## src/rtl/multiplier_digit_serial.sv

```systemverilog
// Digit-serial unsigned WIDTH x WIDTH multiplier: one 2-bit digit pair per cycle through a
// single 2x2 multiplier, shift-accumulated into a 2*WIDTH product with valid/ready handshakes.

module multiplier2x2 (
    input  logic [1:0] i_a,
    input  logic [1:0] i_b,
    output logic [3:0] o_p
);

    assign o_p = {2'b00, i_a} * {2'b00, i_b};

endmodule

module multiplier_digit_serial #(
    parameter int WIDTH = 8
) (
    input  logic               clk,
    input  logic               rst_n,
    input  logic               in_valid,
    output logic               in_ready,
    input  logic [WIDTH-1:0]   multiplicand,
    input  logic [WIDTH-1:0]   multiplier,
    output logic               out_valid,
    input  logic               out_ready,
    output logic [2*WIDTH-1:0] product
);

    localparam int N  = WIDTH / 2;
    localparam int IW = (N > 1) ? $clog2(N) : 1;
    localparam logic [IW-1:0] LAST = IW'(N - 1);

    localparam logic [1:0] ST_IDLE = 2'd0;
    localparam logic [1:0] ST_RUN  = 2'd1;
    localparam logic [1:0] ST_DONE = 2'd2;

    logic [1:0]         r_state;
    logic [WIDTH-1:0]   r_a;
    logic [WIDTH-1:0]   r_b;
    logic [IW-1:0]      r_i;
    logic [IW-1:0]      r_j;
    logic [2*WIDTH-1:0] r_acc;
    logic [2*WIDTH-1:0] r_product;

    logic [1:0]         w_a_dig;
    logic [1:0]         w_b_dig;
    logic [3:0]         w_pp;
    logic [2*WIDTH-1:0] w_pp_ext;
    logic [IW:0]        w_sum;
    logic [2*WIDTH-1:0] w_term;
    logic [2*WIDTH-1:0] w_acc_next;

    assign w_a_dig = r_a[{r_i, 1'b0} +: 2];
    assign w_b_dig = r_b[{r_j, 1'b0} +: 2];

    multiplier2x2 u_mul2x2 (
        .i_a (w_a_dig),
        .i_b (w_b_dig),
        .o_p (w_pp)
    );

    always_comb begin
        w_pp_ext      = '0;
        w_pp_ext[3:0] = w_pp;
    end

    // Digit weights: digit i of A times digit j of B lands at bit 2*(i+j).
    assign w_sum      = {1'b0, r_i} + {1'b0, r_j};
    assign w_term     = w_pp_ext << {w_sum, 1'b0};
    assign w_acc_next = r_acc + w_term;

    always_ff @(posedge clk or negedge rst_n) begin
        if (!rst_n) begin
            r_state   <= ST_IDLE;
            r_a       <= '0;
            r_b       <= '0;
            r_i       <= '0;
            r_j       <= '0;
            r_acc     <= '0;
            r_product <= '0;
        end else begin
            case (r_state)
                ST_IDLE: begin
                    if (in_valid) begin
                        r_a     <= multiplicand;
                        r_b     <= multiplier;
                        r_acc   <= '0;
                        r_i     <= '0;
                        r_j     <= '0;
                        r_state <= ST_RUN;
                    end
                end
                ST_RUN: begin
                    r_acc <= w_acc_next;
                    if (r_j == LAST) begin
                        r_j <= '0;
                        if (r_i == LAST) begin
                            r_i       <= '0;
                            r_product <= w_acc_next;
                            r_state   <= ST_DONE;
                        end else begin
                            r_i <= r_i + IW'(1);
                        end
                    end else begin
                        r_j <= r_j + IW'(1);
                    end
                end
                ST_DONE: begin
                    if (out_ready) begin
                        r_state <= ST_IDLE;
                    end
                end
                default: r_state <= ST_IDLE;
            endcase
        end
    end

    assign in_ready  = (r_state == ST_IDLE);
    assign out_valid = (r_state == ST_DONE);
    assign product   = r_product;

endmodule

```

## config.mk

```make
export PLATFORM = sky130hd
export DESIGN_NAME = multiplier_digit_serial
export DESIGN_NICKNAME = d
export VERILOG_FILES = /design/src/rtl/multiplier_digit_serial.sv
export SDC_FILE = /design/constraint.sdc
export NUM_CORES = 1
export LEC_CHECK = 0
export ABC_AREA = 1
export BUFFER_PORTS_ARGS = -buffer_cell sky130_fd_sc_hd__buf_4
export CELL_PAD_IN_SITES_DETAIL_PLACEMENT = 1
export CELL_PAD_IN_SITES_GLOBAL_PLACEMENT = 2
export CORE_MARGIN = 2
export CORE_UTILIZATION = 30
export CTS_CLUSTER_DIAMETER = 100
export DETAILED_ROUTE_END_ITERATION = 10
export PLACE_DENSITY = 0.76
export SYNTH_ARGS = -nofsm -noshare
export SYNTH_HDL_FRONTEND = slang
export SYNTH_SLANG_ARGS = --single-unit
```

## constraint.sdc

```tcl
create_clock -name clk -period 2.95 [get_ports clk]
set_input_delay 0.295 -clock clk [delete_from_list [all_inputs] [get_ports clk]]
set_output_delay 0.295 -clock clk [all_outputs]
set_load 0.01 [all_outputs]
```

# == Word level (Yosys, flattened, before mapping) ==
# Index checks and enable logic that the tools add are counted.
# totals
regBits,54
inputBits,20
out_inout_bits,18
elab_cells,43
# op_classes
n_addsub,4
multipliers,1
eq_ne,8
n_shift,3
n_mux,13
n_reduce_logical,7
# op_table
op,n
case mux 16 bit (2 select lines),1
adder 16 bit,1
2-to-1 mux 16 bit,1
2-to-1 mux 2 bit,8
indexed part select 8 x 4 -> 2 bit,2
left shift 4 x 4 -> 16 bit,1
case mux 2 bit (2 select lines),2
equality test 2 bit (second input constant),3
!= test 2 bit (second input constant),3
case mux 2 bit (3 select lines),1
AND reduction 3 bit,2
adder 2 x 1 -> 2 bit (second input constant),2
multiplier 2 x 2 -> 4 bit,1
AND reduction 2 bit,2
AND reduction 4 bit,1
adder 2 x 2 -> 3 bit,1
equality test 2 x 1 -> 1 bit (second input constant),1
zero test 2 bit,1
!= test 2 x 1 -> 1 bit (second input constant),1
nonzero test 2 bit,1

# == Depth between registers and ports, before layout ==
# Gate-level depths: netlist of run 1.
# logic_depth
word_depth,5
depth_mapped,21
mapped_depth_nobuf,21

# == Cells and area by module ==
# Synthesis of run 1 repeated with hierarchy kept, for this count alone.
# unflattened
hier_cells,470
hier_area_um2,3393.3
# modules_own_cells
module,instances,cells_per_inst,area_each_um2,seq_area_each_um2
multiplier_digit_serial,1,460,3338.2,1351.3
multiplier2x2,1,10,55.1,0.0

# == Least setup slack after synthesis of run 1 ==
# Ideal clock, no wire load.
# synth_path
path_type,register -> register
from,reg r_j[0]
to,reg r_product[8] (netlist: product[8])
setup_time_ns,0.117
arrival_ns,3.014
required_ns,2.833
setup_slack_ns,-0.182
path_stages_with_launch,17
period_less_slack_ns,3.132
cell_sequence,dfrtp_1 > ha_1 > inv_1 > fa_1 > clkbuf_1 > inv_1 > nor4_1 > ha_1 > inv_1 > fa_1 > inv_1 > nand3_1 > nand3_1 > a21oi_1 > or2_1 > nand3_1 > nand2_1
# synth_between
elab_chain_cells,4
elab_cells_between_ends,7
classes_between,add/sub: 2; mul: 1; eq/ne: 1; shift: 2; reduce/logical: 1
# synth_rtl
element,line_no,text
"start, declared",40,logic [IW-1:0] r_j;
"start signal, assigned",104,r_j <= r_j + IW'(1);
indexed part select 8 x 4 -> 2 bit,53,"assign w_b_dig = r_b[{r_j, 1'b0} +: 2];"
multiplier 2 x 2 -> 4 bit,10,"assign o_p = {2'b00, i_a} * {2'b00, i_b};"
left shift 4 x 4 -> 16 bit,68,"assign w_term = w_pp_ext << {w_sum, 1'b0};"
adder 16 bit,69,assign w_acc_next = r_acc + w_term;
"end signal, assigned",98,r_product <= w_acc_next;
"end, declared",42,logic [2*WIDTH-1:0] r_product;
# Parallel ways exist; a longest one is shown, timed or not.
# A chain may end at the register's enable or synchronous reset.

# == Worst setup path after layout of run 1 ==
# layout_path
from,reg r_i[0]
to,reg r_product[7] (netlist: product[7])
# layout_between
elab_chain_cells,4
elab_cells_between_ends,7
classes_between,add/sub: 2; mul: 1; eq/ne: 1; shift: 2; reduce/logical: 1
# layout_rtl
element,line_no,text
"start, declared",39,logic [IW-1:0] r_i;
"start signal, assigned",101,r_i <= r_i + IW'(1);
indexed part select 8 x 4 -> 2 bit,52,"assign w_a_dig = r_a[{r_i, 1'b0} +: 2];"
multiplier 2 x 2 -> 4 bit,10,
left shift 4 x 4 -> 16 bit,68,
adder 16 bit,69,
# Parallel ways exist; a longest one is shown, timed or not.

==> flow_summary.json, run 1 <==
{
  "timing.critical_path.mode_cell": "nand2_2",
  "insertedDiodeCount": 0,
  "crit_fanout": 6,
  "port_buffers": 37,
  "status": "complete, but fails checks",
  "cp_num_cells": 19,
  "cp-endpoint": "product[7]",
  "ys_seq_elements": 54,
  "cts-root-buf": "clkbuf_16",
  "avgSynthCellArea_um2": 7.106,
  "cp-start-kind": "register",
  "synth_mux_area_share_pct": 0,
  "grt_pass1_wl_um": 17520,
  "reg2reg_slack_ps": -60,
  "cts.sinks": 54,
  "fin_crit_sh_pct": 102.0,
  "worstPathArrival_ps": 3210,
  "min_path_type": "in -> async",
  "whs_ps": 27.76,
  "rr_startpoint": "r_i[0]",
  "syn_inst": 487,
  "clock_latency_ps": 310,
  "r2r_cells": 19,
  "pre_cts_slack_ps": -191.3,
  "max_stage_delay_ps": 400,
  "drt_wl_total_um": 10490,
  "antenna_found_initial": 0,
  "startpoint": "r_i[0]",
  "drt_iter0_markers": 59,
  "ant_nets": 0,
  "slowest_stage": "dfrtp_1",
  "cp_top_family": "simple AND/OR/NAND/NOR gates",
  "grt_pass1_vias": 3561,
  "p_leak_nw": 2.505,
  "synthXorXnorAreaFrac_pct": 0.7592,
  "die_area_um2": 12410,
  "vias_per_cell": 4.710,
  "syn_to_final_growth_pct": 41.90,
  "layout_setup_ws_ps": -57.94,
  "die_h_um": 111.4,
  "dp_hpwl_um": 7532,
  "hold_viol": 0,
  "drive_gt1_share_pct": 40.43,
  "layout_common_cells": "nand2_1, buf_4, dfrtp_1",
  "finClkSkew_ps": 7.939,
  "vias": 3330,
  "p_total_mw": 6.827,
  "clockBufferDepth": 2,
  "mostFrequentLayoutCell": "nand2_1",
  "synth-compound-area-share_pct": 5.785,
  "grt_use_total_pct": 17.52,
  "synth-adder-area-share_pct": 8.749,
  "ctsHtreeMaxLevel": 2,
  "hold_buffers": 0,
  "synth_top_family_by_area": "simple AND/OR/NAND/NOR gates",
  "start_util_pct": 30.57,
  "die_w_um": 111.4,
  "clk_pin_slew_worst_paths_ps": 80,
  "place.gp.congestion": 0.8463,
  "nets": 606,
  "ys_types": 35,
  "num_rows": 39,
  "grt_overflow_total": 0,
  "worstPathRequired_ps": 3150,
  "fin_setup_tns_ps": -126.4,
  "period_needed_ps": 3008,
  "synth-simple-area-share_pct": 36.98,
  "r2r-end": "product[7]",
  "fillers": 1383,
  "core-area_um2": 11320,
  "syn-cell-area_um2": 3461,
  "p_per_area_nw_per_um2": 1390,
  "ir_drop_uv": 439.7,
  "worst_pin_slew_ps": 706.5,
  "tritoncts": "built",
  "critPathCaptureType": "register",
  "numCtsBuffers": 5,
  "synth_nets": 530,
  "ys_seq_area_share_pct": 39.05,
  "firstDrtPassIters": 4,
  "drc_errors": 0,
  "finalSetupViolations": 6,
  "critPathKind": "reg -> reg",
  "ios": 38,
  "grt_start_max_net_pins": 55,
  "violations": "negative setup slack",
  "ys_warn_count": 0,
  "wl_per_cell_um": 14.83,
  "crit_chain": "buf_6 > inv_4 > nand2_1 > a32o_2 > nor2_2 > ha_2 > ha_4 > nand2_2 > o21ai_2 > nand2_2 > nor2_1 > ha_1 > nand2_2 > inv_2 > a21oi_4 > nand2_4 > or2_1 > nand3_1 > nand2_1",
  "cp_num_buf_inv": 3,
  "rsz0062_at_grt": "yes",
  "clock.fmax_mhz": 332.5,
  "drv_slew": 0,
  "maxCapViolations": 0,
  "max_slew_margin_pct": 52.90
}
## cells by family (layout without fill, tap and decap cells)
logic type	Yosys count	count (layout)
AOI/OAI and AO/OA	34	34
and+or+nand+nor	302	302
adders and majority gates	23	23
buffers and inverters	71	148
DFF	54	54
xor gates and xnor gates	3	3
## cell usage after synthesis, drive strengths merged
library cell	n	area share, %
o31ai	1	0.22
or2	6	1.1
xnor2	2	0.51
nand4	3	0.54
clkbuf	1	0.11
nor4	1	0.18
a21oi	10	1.4
o21ai	17	2.8
nor3	3	0.43
nand3b	3	0.65
clkinv	1	0.11
nor2	35	5.0
nand3	39	5.6
o22ai	2	0.36
a31oi	1	0.18
inv	61	6.7
buf	8	1.8
fa	2	1.2
dfrtp	54	39
o211ai	1	0.22
ha	21	7.6
a32o	2	0.58
nand2	212	23
xor2	1	0.25
## metrics by stage
step	utilization, %	instance area (um^2)	cells
after CTS	39.20	4438	703
after global placement	36.22	4100	689
final	43.38	4911	707
after floorplan	-	3486	487
after detailed placement	36.22	4100	689
after global routing	43.38	4911	707
## area by class of cell
cell class                 count  area, um^2  area share (%)
clock buffer                   6       138.9           2.828
clock inverter                 2       16.27          0.3312
inverter                      62       237.7           4.841
multi-input combinational    362        2386           48.59
sequential                    54        1353           27.54
tap                          143       178.9           3.643
timing repair buffer          78       600.6           12.23
## layer usage
metal / vias to the layer above / track usage [%] / share of wire, %
li1: 1675 / - / -
met2: 39 / 33.41 / 53
met3: 18 / 2.885 / 2.4
met5: - / 0 / 0
met1: 1598 / 19.93 / 42
met4: 0 / 5.350 / 2.3
## power by group
part | internal [mW] | switching, mW | total [mW]
Sequential | 1.10 | 0.269 | 1.37
Combinational | 2.11 | 2.70 | 4.81
Clock | 0.342 | 0.299 | 0.641
## timing repair
| action | in CTS | in global routing |
|---|---|---|
| gates cloned | 0 | 0 |
| buffers inserted | 6 | 4 |
| pin swaps | 10 | 49 |
| endpoints found under the setup margin | 22 | 24 |
| hold endpoints to repair | 0 | 0 |
| resized for setup | 37 | 113 |
## state kept, by name, indices dropped and copies added (netlist names)
signal,count
product,16
r_a,8
r_acc,16
r_b,8
r_i,2
r_j,2
r_state,2
## worst min-delay path by stage
stage,endpoint,startpoint,depth (start not counted),slack [ps]
finish,product[7],rst_n,1,30
global route,product[7],rst_n,1,110
CTS,product[7],rst_n,1,70
detailed placement,product[7],rst_n,1,410
global placement,product[8],rst_n,1,400
floorplan,product[0],rst_n,0,-0.6
Power figures use the tool's default switching activity.
==> run 2: changes to the inputs <==
--- a/config.mk
+++ b/config.mk
@@ -5,12 +5,11 @@
 export SDC_FILE = /design/constraint.sdc
 export NUM_CORES = 1
 export LEC_CHECK = 0
-export ABC_AREA = 1
 export BUFFER_PORTS_ARGS = -buffer_cell sky130_fd_sc_hd__buf_4
 export CELL_PAD_IN_SITES_DETAIL_PLACEMENT = 1
 export CELL_PAD_IN_SITES_GLOBAL_PLACEMENT = 2
 export CORE_MARGIN = 2
-export CORE_UTILIZATION = 30
+export CORE_UTILIZATION = 34
 export CTS_CLUSTER_DIAMETER = 100
 export DETAILED_ROUTE_END_ITERATION = 10
 export PLACE_DENSITY = 0.76
==> run 2 against run 1 <==
Compared with the run above:
- the flow still finishes with violations (negative setup slack)
- critical path depth shrank 6
- utilization is 7.4 points higher
- cell area is 3.6% lower
- flip-flop and latch count did not move
- via count down 13%
- non-clock buffer count grew 32
- hold slack got worse by 25 ps
- global-route usage grew 2.0 points
- die area shrank 16%
- worst setup slack got worse by 500 ps
- clock skew rose by 7.9 ps
- final cell count decreased by 21%
- largest cell class unchanged
- largest power group unchanged
- highest routed layer unchanged
==> flow_summary.json, run 2 <==
{
  "start_util_pct": 35.28,
  "max_stage_delay_ps": 540,
  "r2r_cells": 13,
  "cp-start-kind": "register",
  "cp_num_buf_inv": 0,
  "drt_wl_total_um": 9611,
  "ir_drop_uv": 409.9,
  "ys_seq_area_share_pct": 41.06,
  "die_w_um": 102.4,
  "syn-cell-area_um2": 3291,
  "synth_top_area_cell": "dfrtp_1",
  "dp_hpwl_um": 6840,
  "fin_crit_sh_pct": 118.8,
  "die_area_um2": 10480,
  "numCtsBuffers": 5,
  "hold_viol": 0,
  "core-area_um2": 9328,
  "r2r-end": "product[14]",
  "rsz0062_at_grt": "yes",
  "num_rows": 35,
  "reg2reg_slack_ps": -560,
  "port_buffers": 37,
  "p_leak_nw": 2.085,
  "cp-endpoint": "product[14]",
  "ys_warn_count": 0,
  "p_switching_mw": 2.638,
  "violations": "negative setup slack",
  "grt_use_total_pct": 19.50,
  "rr_startpoint": "r_i[0]",
  "tritoncts": "built",
  "cp_num_cells": 13,
  "ys_types": 49,
  "hold_buffers": 0,
  "clk_pin_slew_worst_paths_ps": 120,
  "vias_per_cell": 5.211,
  "place.gp.congestion": 0.8507,
  "layout_common_cells": "buf_4, dfrtp_1, nand2_1",
  "die_h_um": 102.4,
  "worst_pin_slew_ps": 685.8,
  "p_per_area_nw_per_um2": 1283,
  "avgSynthCellArea_um2": 9.972,
  "worstPathRequired_ps": 3190,
  "worstPathArrival_ps": 3750,
  "drc_errors": 0,
  "syn_to_final_growth_pct": 43.84,
  "power_frac_seq_pct": 21.6,
  "synthArstFlopShare_pct": 100.0,
  "synth_flop_cell": "dfrtp_1",
  "whs_ps": 2.875,
  "critPathCaptureType": "register",
  "critPathKind": "reg -> reg",
  "p_sw_share_pct": 43.45,
  "grt_overflow_total": 0,
  "cts.sinks": 54,
  "finalSetupViolations": 26,
  "drive_gt1_share_pct": 48.25,
  "status": "complete, but fails checks",
  "synth.area.top_cells": "dfrtp_1, ha_1, mux2_2",
  "nets": 471,
  "min_path_type": "in -> async",
  "period_needed_ps": 3505,
  "cp_top_family": "compound AO/OA/AOI/OAI gates",
  "ctsHtreeMaxLevel": 2,
  "crit_chain": "mux4_2 > and2_4 > ha_4 > ha_4 > nor2b_4 > a31oi_4 > nor2_1 > ha_2 > and2b_2 > o2111ai_4 > a2111oi_4 > o31a_1 > o31ai_1",
  "max_slew_margin_pct": 54.28,
  "insertedDiodeCount": 0,
  "antenna_found_initial": 0,
  "grt_pass1_wl_um": 15730,
  "p_total_mw": 6.072,
  "synth_most_common_cell": "dfrtp_1",
  "slowest_stage": "mux4_2",
  "combPwrFrac_pct": 70.8,
  "layout_setup_ws_ps": -555.2,
  "ant_nets": 0,
  "ys_top_cells_by_count": "dfrtp_1, nand2_1, nand3_1",
  "clock.fmax_mhz": 285.3,
  "ys_seq_elements": 54,
  "synth_edf_count": 0,
  "grt_start_max_net_pins": 55,
  "drt_iter0_markers": 49,
  "syn_inst": 330,
  "startpoint": "r_i[0]",
  "clockBufferDepth": 2,
  "clock_latency_ps": 330,
  "synth_top_area_share_pct": 41.06,
  "grt_pass1_vias": 3032,
  "vias": 2908,
  "drv_slew": 0,
  "crit_fanout": 5,
  "cts-root-buf": "clkbuf_8",
  "synth_nets": 373,
  "timing.critical_path.mode_cell": "ha_4",
  "ios": 38,
  "wl_per_cell_um": 17.22,
  "power.internal_mw": 3.434,
  "maxCapViolations": 0,
  "power.share.clock_pct": 7.6,
  "finClkSkew_ps": 15.87,
  "firstDrtPassIters": 4,
  "mostFrequentLayoutCell": "buf_4"
}
-- run 2: changes by cell type in the layout (fill, tap and decap cells not counted), moves of 7 or more --
cell     previous run  this run
buf_4              74       104
nand2_1           164        33
nand2_2            41         3
nor2_2             11         2
inv_1              42         7
nor2_4              8         1
inv_2              17         0
nand2_4             7         0
mux2_2              0        16
o21ai_1             4        13
nand3_2            12         3
-- run 2: final cells by class --
| class | count | area [um^2] |
|---|---|---|
| clock inverters | 3 | 28.78 |
| well taps | 129 | 161.4 |
| repair buffers | 110 | 848.3 |
| flip-flops and latches | 54 | 1354 |
| fillers | 1044 | 4594 |
| multi-input cells | 250 | 2246 |
| inverters | 7 | 26.28 |
| clock buffers | 5 | 68.82 |
-- run 2: power groups by stage --
stage	clock, mW	sequential [mW]	combinational (mW)
global route	0.499	1.35	4.68
detailed placement	0	1.31	3.41
finish	0.462	1.31	4.30
floorplan	0	1.28	1.93
global placement	0	1.30	3.27
CTS	0.483	1.31	3.95
-- run 2: metrics by stage --
step	setup TNS (ps)	std cells	util (%)	cell area [um^2]	worst slack, ps
floorplan	-5134	330	-	3351	-370.9
global placement	-8860	545	45.16	4213	-507.3
detailed placement	-11810	545	45.16	4213	-673.1
CTS	-9838	555	48.89	4561	-526.6
global route	-14210	558	50.74	4733	-683.1
finish	-10450	558	50.74	4733	-555.2
-- run 2: cells by family after synthesis --
group	after synthesis	synth area share (%)
XOR/XNOR	8	2.129
adder cells (fa/ha/maj)	23	9.202
flip-flops	54	41.06
AO/OA/AOI/OAI	81	18.59
buffers and inverters	26	3.232
multiplexers	21	8.517
AND/OR/NAND/NOR	117	17.26
-- run 2: worst register-to-register path: stages (launching register included) --
cell	delay (ps)
dfrtp_2	410
mux4_2	540
and2_4	190
ha_4	160
ha_4	260
nor2b_4	150
a31oi_4	50
nor2_1	120
ha_2	290
and2b_2	220
o2111ai_4	340
a2111oi_4	140
o31a_1	290
o31ai_1	260
-- run 2: how the worst min path moves through the flow --
stage	from	endpoint	slack, ps	cells past startpoint
after CTS	rst_n	r_b[5]	30	1
final	rst_n	r_acc[4]	3	1
after floorplan	rst_n	product[0]	-0.6	0
after global placement	rst_n	product[1]	390	1
after detailed placement	rst_n	product[2]	400	1
after global routing	rst_n	r_b[5]	50	1
-- run 2: repair_timing --
| action | in CTS | in global routing |
|---|---|---|
| resized for setup | 49 | 30 |
| setup endpoints to repair | 26 | 28 |
| pin swaps | 33 | 14 |
| setup buffers | 3 | 3 |
-- run 2: routing by layer --
layer / wire [um] / part of all wire, % / vias to the layer above / track usage (%)
li1: - / - / 1402 / -
met1: 4412 / 46 / 1458 / 25.35
met2: 4847 / 50 / 38 / 34.11
met3: 212 / 2.2 / 10 / 2.189
met4: 138 / 1.4 / 0 / 5.949
met5: 0 / 0 / - / 0
